[src/rtl/router_fsm.sv]
// router_fsm: packet-level control FSM for the 1x3 router, driving register-stage strobes
module router_fsm (
  input  logic       clock,
  input  logic       reset,
  input  logic       pkt_valid,
  input  logic [1:0] data_in,
  input  logic       fifo_full,
  input  logic       fifo_empty_0,
  input  logic       fifo_empty_1,
  input  logic       fifo_empty_2,
  input  logic       soft_reset_0,
  input  logic       soft_reset_1,
  input  logic       soft_reset_2,
  input  logic       parity_done,
  input  logic       low_pkt_valid,
  output logic       detect_add,
  output logic       lfd_state,
  output logic       ld_state,
  output logic       laf_state,
  output logic       full_state,
  output logic       rst_int_reg,
  output logic       write_enb_reg,
  output logic       busy
);
  typedef enum logic [2:0] {
    DECODE_ADDRESS, LOAD_FIRST_DATA, LOAD_DATA, LOAD_AFTER_FULL,
    FIFO_FULL_STATE, LOAD_PARITY, CHECK_PARITY_ERROR, WAIT_TILL_EMPTY
  } state_t;
  state_t state, nxt;
  logic [1:0] addr_q, addr;
  logic [3:0] empty_v, soft_v;
  logic sel_empty, soft_hit;
  // address 3 maps to a constant-zero slot so it never looks empty or soft-reset
  assign empty_v   = {1'b0, fifo_empty_2, fifo_empty_1, fifo_empty_0};
  assign soft_v    = {1'b0, soft_reset_2, soft_reset_1, soft_reset_0};
  assign addr      = (state == DECODE_ADDRESS) ? data_in : addr_q;
  assign sel_empty = empty_v[addr];
  assign soft_hit  = soft_v[addr_q] && state != DECODE_ADDRESS;
  always_comb begin
    nxt = state;
    unique case (state)
      DECODE_ADDRESS:     nxt = (pkt_valid && addr != 2'd3) ? (sel_empty ? LOAD_FIRST_DATA : WAIT_TILL_EMPTY) : DECODE_ADDRESS;
      LOAD_FIRST_DATA:    nxt = LOAD_DATA;
      LOAD_DATA:          nxt = fifo_full ? FIFO_FULL_STATE : (!pkt_valid ? LOAD_PARITY : LOAD_DATA);
      FIFO_FULL_STATE:    nxt = fifo_full ? FIFO_FULL_STATE : LOAD_AFTER_FULL;
      LOAD_AFTER_FULL:    nxt = parity_done ? DECODE_ADDRESS : (low_pkt_valid ? LOAD_PARITY : LOAD_DATA);
      LOAD_PARITY:        nxt = CHECK_PARITY_ERROR;
      CHECK_PARITY_ERROR: nxt = fifo_full ? FIFO_FULL_STATE : DECODE_ADDRESS;
      WAIT_TILL_EMPTY:    nxt = sel_empty ? LOAD_FIRST_DATA : WAIT_TILL_EMPTY;
    endcase
    if (soft_hit) nxt = DECODE_ADDRESS;
  end
  always_ff @(posedge clock or posedge reset) begin
    if (reset) begin
      state  <= DECODE_ADDRESS;
      addr_q <= 2'd0;
    end else begin
      state  <= nxt;
      addr_q <= (state == DECODE_ADDRESS && pkt_valid) ? data_in : addr_q;
    end
  end
  assign detect_add    = state == DECODE_ADDRESS;
  assign lfd_state     = state == LOAD_FIRST_DATA;
  assign ld_state      = state == LOAD_DATA;
  assign laf_state     = state == LOAD_AFTER_FULL;
  assign full_state    = state == FIFO_FULL_STATE;
  assign rst_int_reg   = state == CHECK_PARITY_ERROR;
  assign write_enb_reg = state == LOAD_DATA || state == LOAD_PARITY || state == LOAD_AFTER_FULL;
  assign busy          = !(state == DECODE_ADDRESS || state == LOAD_DATA);
endmodule

[config.mk]
export PLATFORM = sky130hd
export DESIGN_NAME = router_fsm
export DESIGN_NICKNAME = d
export VERILOG_FILES = /design/src/rtl/router_fsm.sv
export SDC_FILE = /design/constraint.sdc
export NUM_CORES = 1
export LEC_CHECK = 0
export CAP_MARGIN = 10
export CORE_AREA = 8 8 45 47
export DETAILED_ROUTE_END_ITERATION = 8
export DIE_AREA = 0 0 53 55
export DONT_BUFFER_PORTS = 1
export HOLD_SLACK_MARGIN = 0.05
export PLACE_DENSITY_LB_ADDON = 0.25
export RECOVER_POWER = 100
export SLEW_MARGIN = 15
export SYNTH_ARGS = -nofsm -noshare
export SYNTH_HDL_FRONTEND = slang
export SYNTH_SLANG_ARGS = --single-unit
[constraint.sdc]
create_clock -name clock -period 2.9 [get_ports clock]
set_input_delay 0.58 -clock clock [delete_from_list [all_inputs] [get_ports clock]]
set_output_delay 0.58 -clock clock [all_outputs]
set_load 0.03 [all_outputs]
==> results.sh, run 1 <==
export IMPL_status="complete, no violations"
export IMPL_cts_root_buf="clkbuf_4"
export IMPL_synthTopCellsByArea="dfrtp_1 (25%), mux2i_1 (6.0%), nand3b_1 (6.0%)"
export IMPL_crit_arrival_ns=1.53
export IMPL_clock_latency_ns=0.23
export IMPL_n_antenna_cell=0
export IMPL_die_x_um=53
export IMPL_ys_top_cells_by_count="dfrtp_1 (5), nor2_1 (5)"
export IMPL_rsz0062_at_grt="no"
export IMPL_post_route_util=0.389
export IMPL_p_sw_uw=331
export IMPL_num_vias=465
export IMPL_track_usage=0.0883
export IMPL_firstDrtPassIters=2
export IMPL_synth_ff_type="dfrtp_1"
export IMPL_via_per_inst=5.81
export IMPL_finalCriticalPeriod_ns=2.11
export IMPL_syn_area_um2=503
export IMPL_h_tree_depth=1
export IMPL_cts_made_buffers=3
export IMPL_yosysTopAreaCellShare=0.249
export IMPL_synth_edf_count=0
export IMPL_synth_async_sr_flop_share=1.00
export IMPL_critPathLaunch="state[0]$_DFF_PP0_"
export IMPL_synth_seq_cells=5
export IMPL_dr_first_iter_drc_count=2
export IMPL_p_int_uw=290
export IMPL_fp_coreArea_um2=1380
export IMPL_hold_class="input pin to asynchronous set/reset pin"
export IMPL_regToRegSetupSlack_ns=0.79
export IMPL_max_slew_margin=0.515
export IMPL_setup_worst_path_end="lfd_state"
export IMPL_postSynthAreaPerCell_um2=8.25
export IMPL_vdd_drop_max_v=0.000536
export IMPL_startpoint_type="flip-flop"
export IMPL_tritoncts="done"
export IMPL_r2r_cells=4
export IMPL_drive_gt1_frac=0.0781
export IMPL_path_cells="inv_1, nor3_1, clkbuf_1"
export IMPL_yosys_warnings=0
export IMPL_clk_pin_slew_ns=0.04
export IMPL_synth_top_cell_by_area="dfrtp_1"
export IMPL_wl_per_cell_um=15.7
export IMPL_period_share=0.729
export IMPL_start_util=0.363
export IMPL_nets=79
export IMPL_synthCells=61
export IMPL_yosysSeqAreaShare=0.249
export IMPL_cpMaxStageDelayCell="dfrtp_1"
export IMPL_cap_violations=0
export IMPL_cts_sinks=5
export IMPL_comb_power_share=0.572
export IMPL_hold_viol_final=0
export IMPL_cp_buffers_inverters=2
export IMPL_cp_top_family="flip-flops"
export IMPL_ant_nets=0
export IMPL_antenna_found_initial=0
export IMPL_dieArea_um2=2920
export IMPL_post_route_drc_count=0
export IMPL_cts_resized=0
export IMPL_p_leak_uw=0.000223
export IMPL_clockBufferDepth=2
export IMPL_gp_congestion=0.751
export IMPL_holdBufCountCts=0
export IMPL_crit_cells=3
export IMPL_clkPwrFrac=0.124
export IMPL_drv_slew=0
export IMPL_area_growth_pct=6.97
export IMPL_hpwl_mm=1.01
export IMPL_skew_ns=0.00111
export IMPL_portBuffers=0
export IMPL_setup_viol=0
export IMPL_first_global_vias=463
export IMPL_fillers=141
export IMPL_worstPathRequired_ns=2.32
export IMPL_worstPathMaxFanout=17
export IMPL_grt_max_degree=18
export IMPL_powerDensity_nw_per_um2=1150
export IMPL_ys_types=31
export IMPL_grt_first_pass_wirelength_mm=2.00
export IMPL_routed_wirelength_mm=1.26
export IMPL_die_y_um=55
export IMPL_worstMarginPinSlew_ns=0.723
export IMPL_num_io_pins=22
export IMPL_cp_end_kind="output port"
export IMPL_post_cts_buffers=0
export IMPL_grt_overflow_total=0
export IMPL_r2r_start="state[1]$_DFF_PP0_"
export IMPL_path_class="flip-flop to output port"
export IMPL_finalSetupTns_ns=0
export IMPL_syn_num_nets=75
export IMPL_rows=14
export IMPL_switching_share=0.533
export IMPL_fmaxAchievable_mhz=473
export IMPL_r2r_end="state[1]$_DFF_PP0_"
export IMPL_p_seq_frac=0.304
export IMPL_cpPeakStageDelay_ns=0.65
==> routing by layer <==
metal / track usage / wire, um / up-vias / share of wire
li1: - / - / 240 / -
met1: 0.101 / 532 / 213 / 0.42
met2: 0.145 / 626 / 12 / 0.50
met3: 0.0321 / 98 / 0 / 0.078
met4: 0.0388 / 0 / 0 / 0
met5: 0 / 0 / - / 0
==> flip-flops by register name, summed over array words and instances (netlist names) <==
name / cells
addr_q: 2
state: 3
==> cells by family after synthesis <==
kind of cell | synth area share
muxes | 0.104
buffers and inverters | 0.0398
DFF | 0.249
and+or+nand+nor | 0.289
AOI/OAI and AO/OA | 0.318
==> worst min-delay path by stage <==
stage / cells past startpoint / slack [ns] / end / start
6_report: 1 / 0.12 / state[1]$_DFF_PP0_ / reset
5_1_grt: 1 / 0.12 / addr_q[0]$_DFFE_PP0P_ / reset
2_1_floorplan: 1 / 0.36 / addr_q[0]$_DFFE_PP0P_ / reset
3_3_place_gp: 1 / 0.38 / addr_q[0]$_DFFE_PP0P_ / reset
4_1_cts: 1 / 0.11 / state[1]$_DFF_PP0_ / reset
3_5_place_dp: 1 / 0.37 / addr_q[0]$_DFFE_PP0P_ / reset
==> layout by cell type, fill, tap and decap left out <==
master / instances
o21ai_0: 5
o22ai_1: 1
a211o_1: 1
nor2_1: 5
and3_1: 2
a221oi_1: 1
a211oi_1: 2
o21ai_1: 1
or2_0: 1
mux2_1: 2
o221a_1: 1
nor3_1: 1
nor2b_1: 4
clkbuf_4: 3
nand3b_1: 4
a31o_2: 1
o211ai_1: 2
a2111o_1: 1
nor3b_1: 1
a2111oi_0: 1
inv_1: 2
nand2_1: 4
a21oi_1: 1
nor3_2: 1
and3b_1: 1
mux2i_1: 3
clkbuf_1: 3
nand2b_1: 1
dfrtp_1: 5
o211a_1: 1
o21a_1: 2
==> cell type report <==
| class | count | area (um^2) | share of cell area |
|---|---|---|---|
| Sequential cell | 5 | 125 | 0.233 |
| Clock buffer | 4 | 26.3 | 0.0488 |
| Multi-Input combinational cell | 51 | 352 | 0.653 |
| Inverter | 2 | 7.51 | 0.0140 |
| Tap cell | 16 | 20.0 | 0.0372 |
| Timing Repair Buffer | 2 | 7.51 | 0.0140 |
==> metrics by stage <==
stage | area (um^2) | total power [uW] | cells | setup slack (ns) | hold slack (ns)
floorplan | 503 | 506 | 61 | 0.890 | 0.359
global placement | 526 | 573 | 76 | 0.949 | 0.377
detailed placement | 526 | 576 | 76 | 0.881 | 0.372
CTS | 552 | 659 | 80 | 0.805 | 0.113
global route | 538 | 678 | 80 | 0.586 | 0.121
finish | 538 | 621 | 80 | 0.787 | 0.121
==> power by group through the flow <==
stage | sequential [uW] | combinational [uW] | clock, uW
finish | 189 | 355 | 77.2
global placement | 187 | 386 | 0
floorplan | 141 | 365 | 0
CTS | 188 | 388 | 82.6
global route | 202 | 389 | 87.1
detailed placement | 189 | 387 | 0
(Power assumes the default switching activity.)
==> run 2: changes to the inputs <==
Clock period 2.9 ns to 1.9 ns, I/O delays scaled along.
==> results.sh, run 2 (synthesized netlist as in run 1, its figures left out) <==
export IMPL_status="complete, no violations"
export IMPL_track_usage=0.0851
export IMPL_clockBufferDepth=2
export IMPL_dp_slack_ns=0.305
export IMPL_post_cts_buffers=0
export IMPL_top_register="state"
export IMPL_grt_first_pass_wirelength_mm=1.90
export IMPL_wl_per_cell_um=14.6
export IMPL_comb_power_share=0.590
export IMPL_fmaxAchievable_mhz=573
export IMPL_switching_share=0.509
export IMPL_cts_root_buf="clkbuf_4"
export IMPL_hold_viol_final=0
export IMPL_regArea_um2=126
export IMPL_worstPathRequired_ns=1.52
export IMPL_hold_end="addr_q[1]$_DFFE_PP0P_"
export IMPL_r2r_cells=4
export IMPL_n_antenna_cell=0
export IMPL_dieArea_um2=2920
export IMPL_rows=14
export IMPL_whs_path_depth=1
export IMPL_hpwl_mm=1.02
export IMPL_powerDensity_nw_per_um2=1730
export IMPL_via_per_inst=5.80
export IMPL_tritoncts="done"
export IMPL_first_global_vias=448
export IMPL_start_util=0.363
export IMPL_path_class="flip-flop to output port"
export IMPL_h_tree_depth=1
export IMPL_clock_latency_ns=0.24
export IMPL_cp_end_kind="output port"
export IMPL_vdd_drop_max_v=0.000826
export IMPL_reg_top3="state: 3 flops, addr_q: 2 flops"
export IMPL_hold_class="input pin to flip-flop"
export IMPL_p_int_uw=488
export IMPL_nets=84
export IMPL_die_x_um=53
export IMPL_max_slew_margin=0.704
export IMPL_fillers=154
export IMPL_cts_sinks=5
export IMPL_period_share=0.918
export IMPL_worstPathMaxFanout=16
export IMPL_fp_coreArea_um2=1380
export IMPL_grt_max_degree=18
export IMPL_skew_ns=0.000423
export IMPL_num_vias=493
export IMPL_min_delay_start="data_in[1]"
export IMPL_clkPwrFrac=0.121
export IMPL_setup_viol=0
export IMPL_finalSetupTns_ns=0
export IMPL_layout_common_cells="nor2_1 (5), o21ai_0 (5)"
export IMPL_instances_no_fill=85
export IMPL_drv_slew=0
export IMPL_worstMarginPinSlew_ns=0.444
export IMPL_r2r_start="state[1]$_DFF_PP0_"
export IMPL_cts_made_buffers=3
export IMPL_startpoint_type="flip-flop"
export IMPL_finalCriticalPeriod_ns=1.74
export IMPL_multi_input_area_um2=352
export IMPL_gp_congestion=0.782
export IMPL_dr_first_iter_drc_count=10
export IMPL_largest_register_ffs=3
export IMPL_cap_violations=0
export IMPL_final_cell_area_um2=576
export IMPL_place_inst=80
export IMPL_grt_overflow_total=0
export IMPL_routed_wirelength_mm=1.24
export IMPL_portBuffers=0
export IMPL_ant_nets=0
export IMPL_p_seq_frac=0.289
export IMPL_drive_gt1_frac=0.159
export IMPL_rsz0062_at_grt="no"
export IMPL_p_leak_uw=0.000248
export IMPL_antenna_found_initial=0
export IMPL_firstDrtPassIters=4
export IMPL_area_growth_pct=14.4
export IMPL_crit_arrival_ns=1.36
export IMPL_setup_ws_ns=0.156
export IMPL_num_io_pins=22
export IMPL_r2r_end="state[1]$_DFF_PP0_"
export IMPL_post_route_drc_count=0
export IMPL_p_sw_uw=506
export IMPL_regToRegSetupSlack_ns=0.24
export IMPL_die_y_um=55
export IMPL_clk_pin_slew_ns=0.04
export IMPL_placed_cell_area_um2=556
==> run 2: what timing repair did <==
item | in CTS | in global routing
setup endpoints to repair | 0 | 1
hold endpoints to repair | 5 | 0
resized for setup | 0 | 1
hold buffers | 1 | 0
==> run 2: layout make-up <==
cell class,instances,area share
multi-input combinational,51,0.611
tap,16,0.0348
clock buffer,4,0.0457
sequential,5,0.220
inverter,2,0.0130
timing repair buffer,7,0.0761
==> run 2: routing by layer <==
metal	GRT usage	wire length [um]	part of all wire	vias to the layer above
li1	-	-	-	246
met1	0.0985	578	0.46	234
met2	0.135	594	0.48	13
met3	0.0267	71	0.057	0
met4	0.0517	0	0	0
met5	0	0	0	-
==> run 2: through the flow <==
step                      hold slack, ns  total power [uW]  utilization
after detailed placement           0.174               930        0.401
after global placement             0.176               930        0.401
final                              0.288               994        0.416
after CTS                          0.279              1060        0.428
after floorplan                    0.159               773            -
after global routing               0.275              1070        0.416
==> run 2: power by group through the flow <==
stage                     Clock [uW]  Sequential (uW)  Combinational [uW]
after floorplan                    0              215                 557
after global placement             0              283                 646
after global routing             133              300                 640
after detailed placement           0              288                 642
final                            120              288                 586
after CTS                        127              288                 646
==> run 2: worst max-delay path: stages, from the launching register on <==
cell,delay [ns]
dfrtp_1,0.53
nor3b_1,0.26
clkbuf_1,0.33
==> run 2: how the worst max path moves through the flow <==
stage / start / endpoint / slack (ns) / depth (start not counted)
finish: state[1]$_DFF_PP0_ / full_state / 0.16 / 2
detailed placement: state[1]$_DFF_PP0_ / state[1]$_DFF_PP0_ / 0.30 / 4
floorplan: state[2]$_DFF_PP0_ / full_state / 0.09 / 2
global placement: state[2]$_DFF_PP0_ / state[1]$_DFF_PP0_ / 0.36 / 4
CTS: state[0]$_DFF_PP0_ / lfd_state / 0.13 / 3
global route: state[1]$_DFF_PP0_ / laf_state / 0.06 / 3
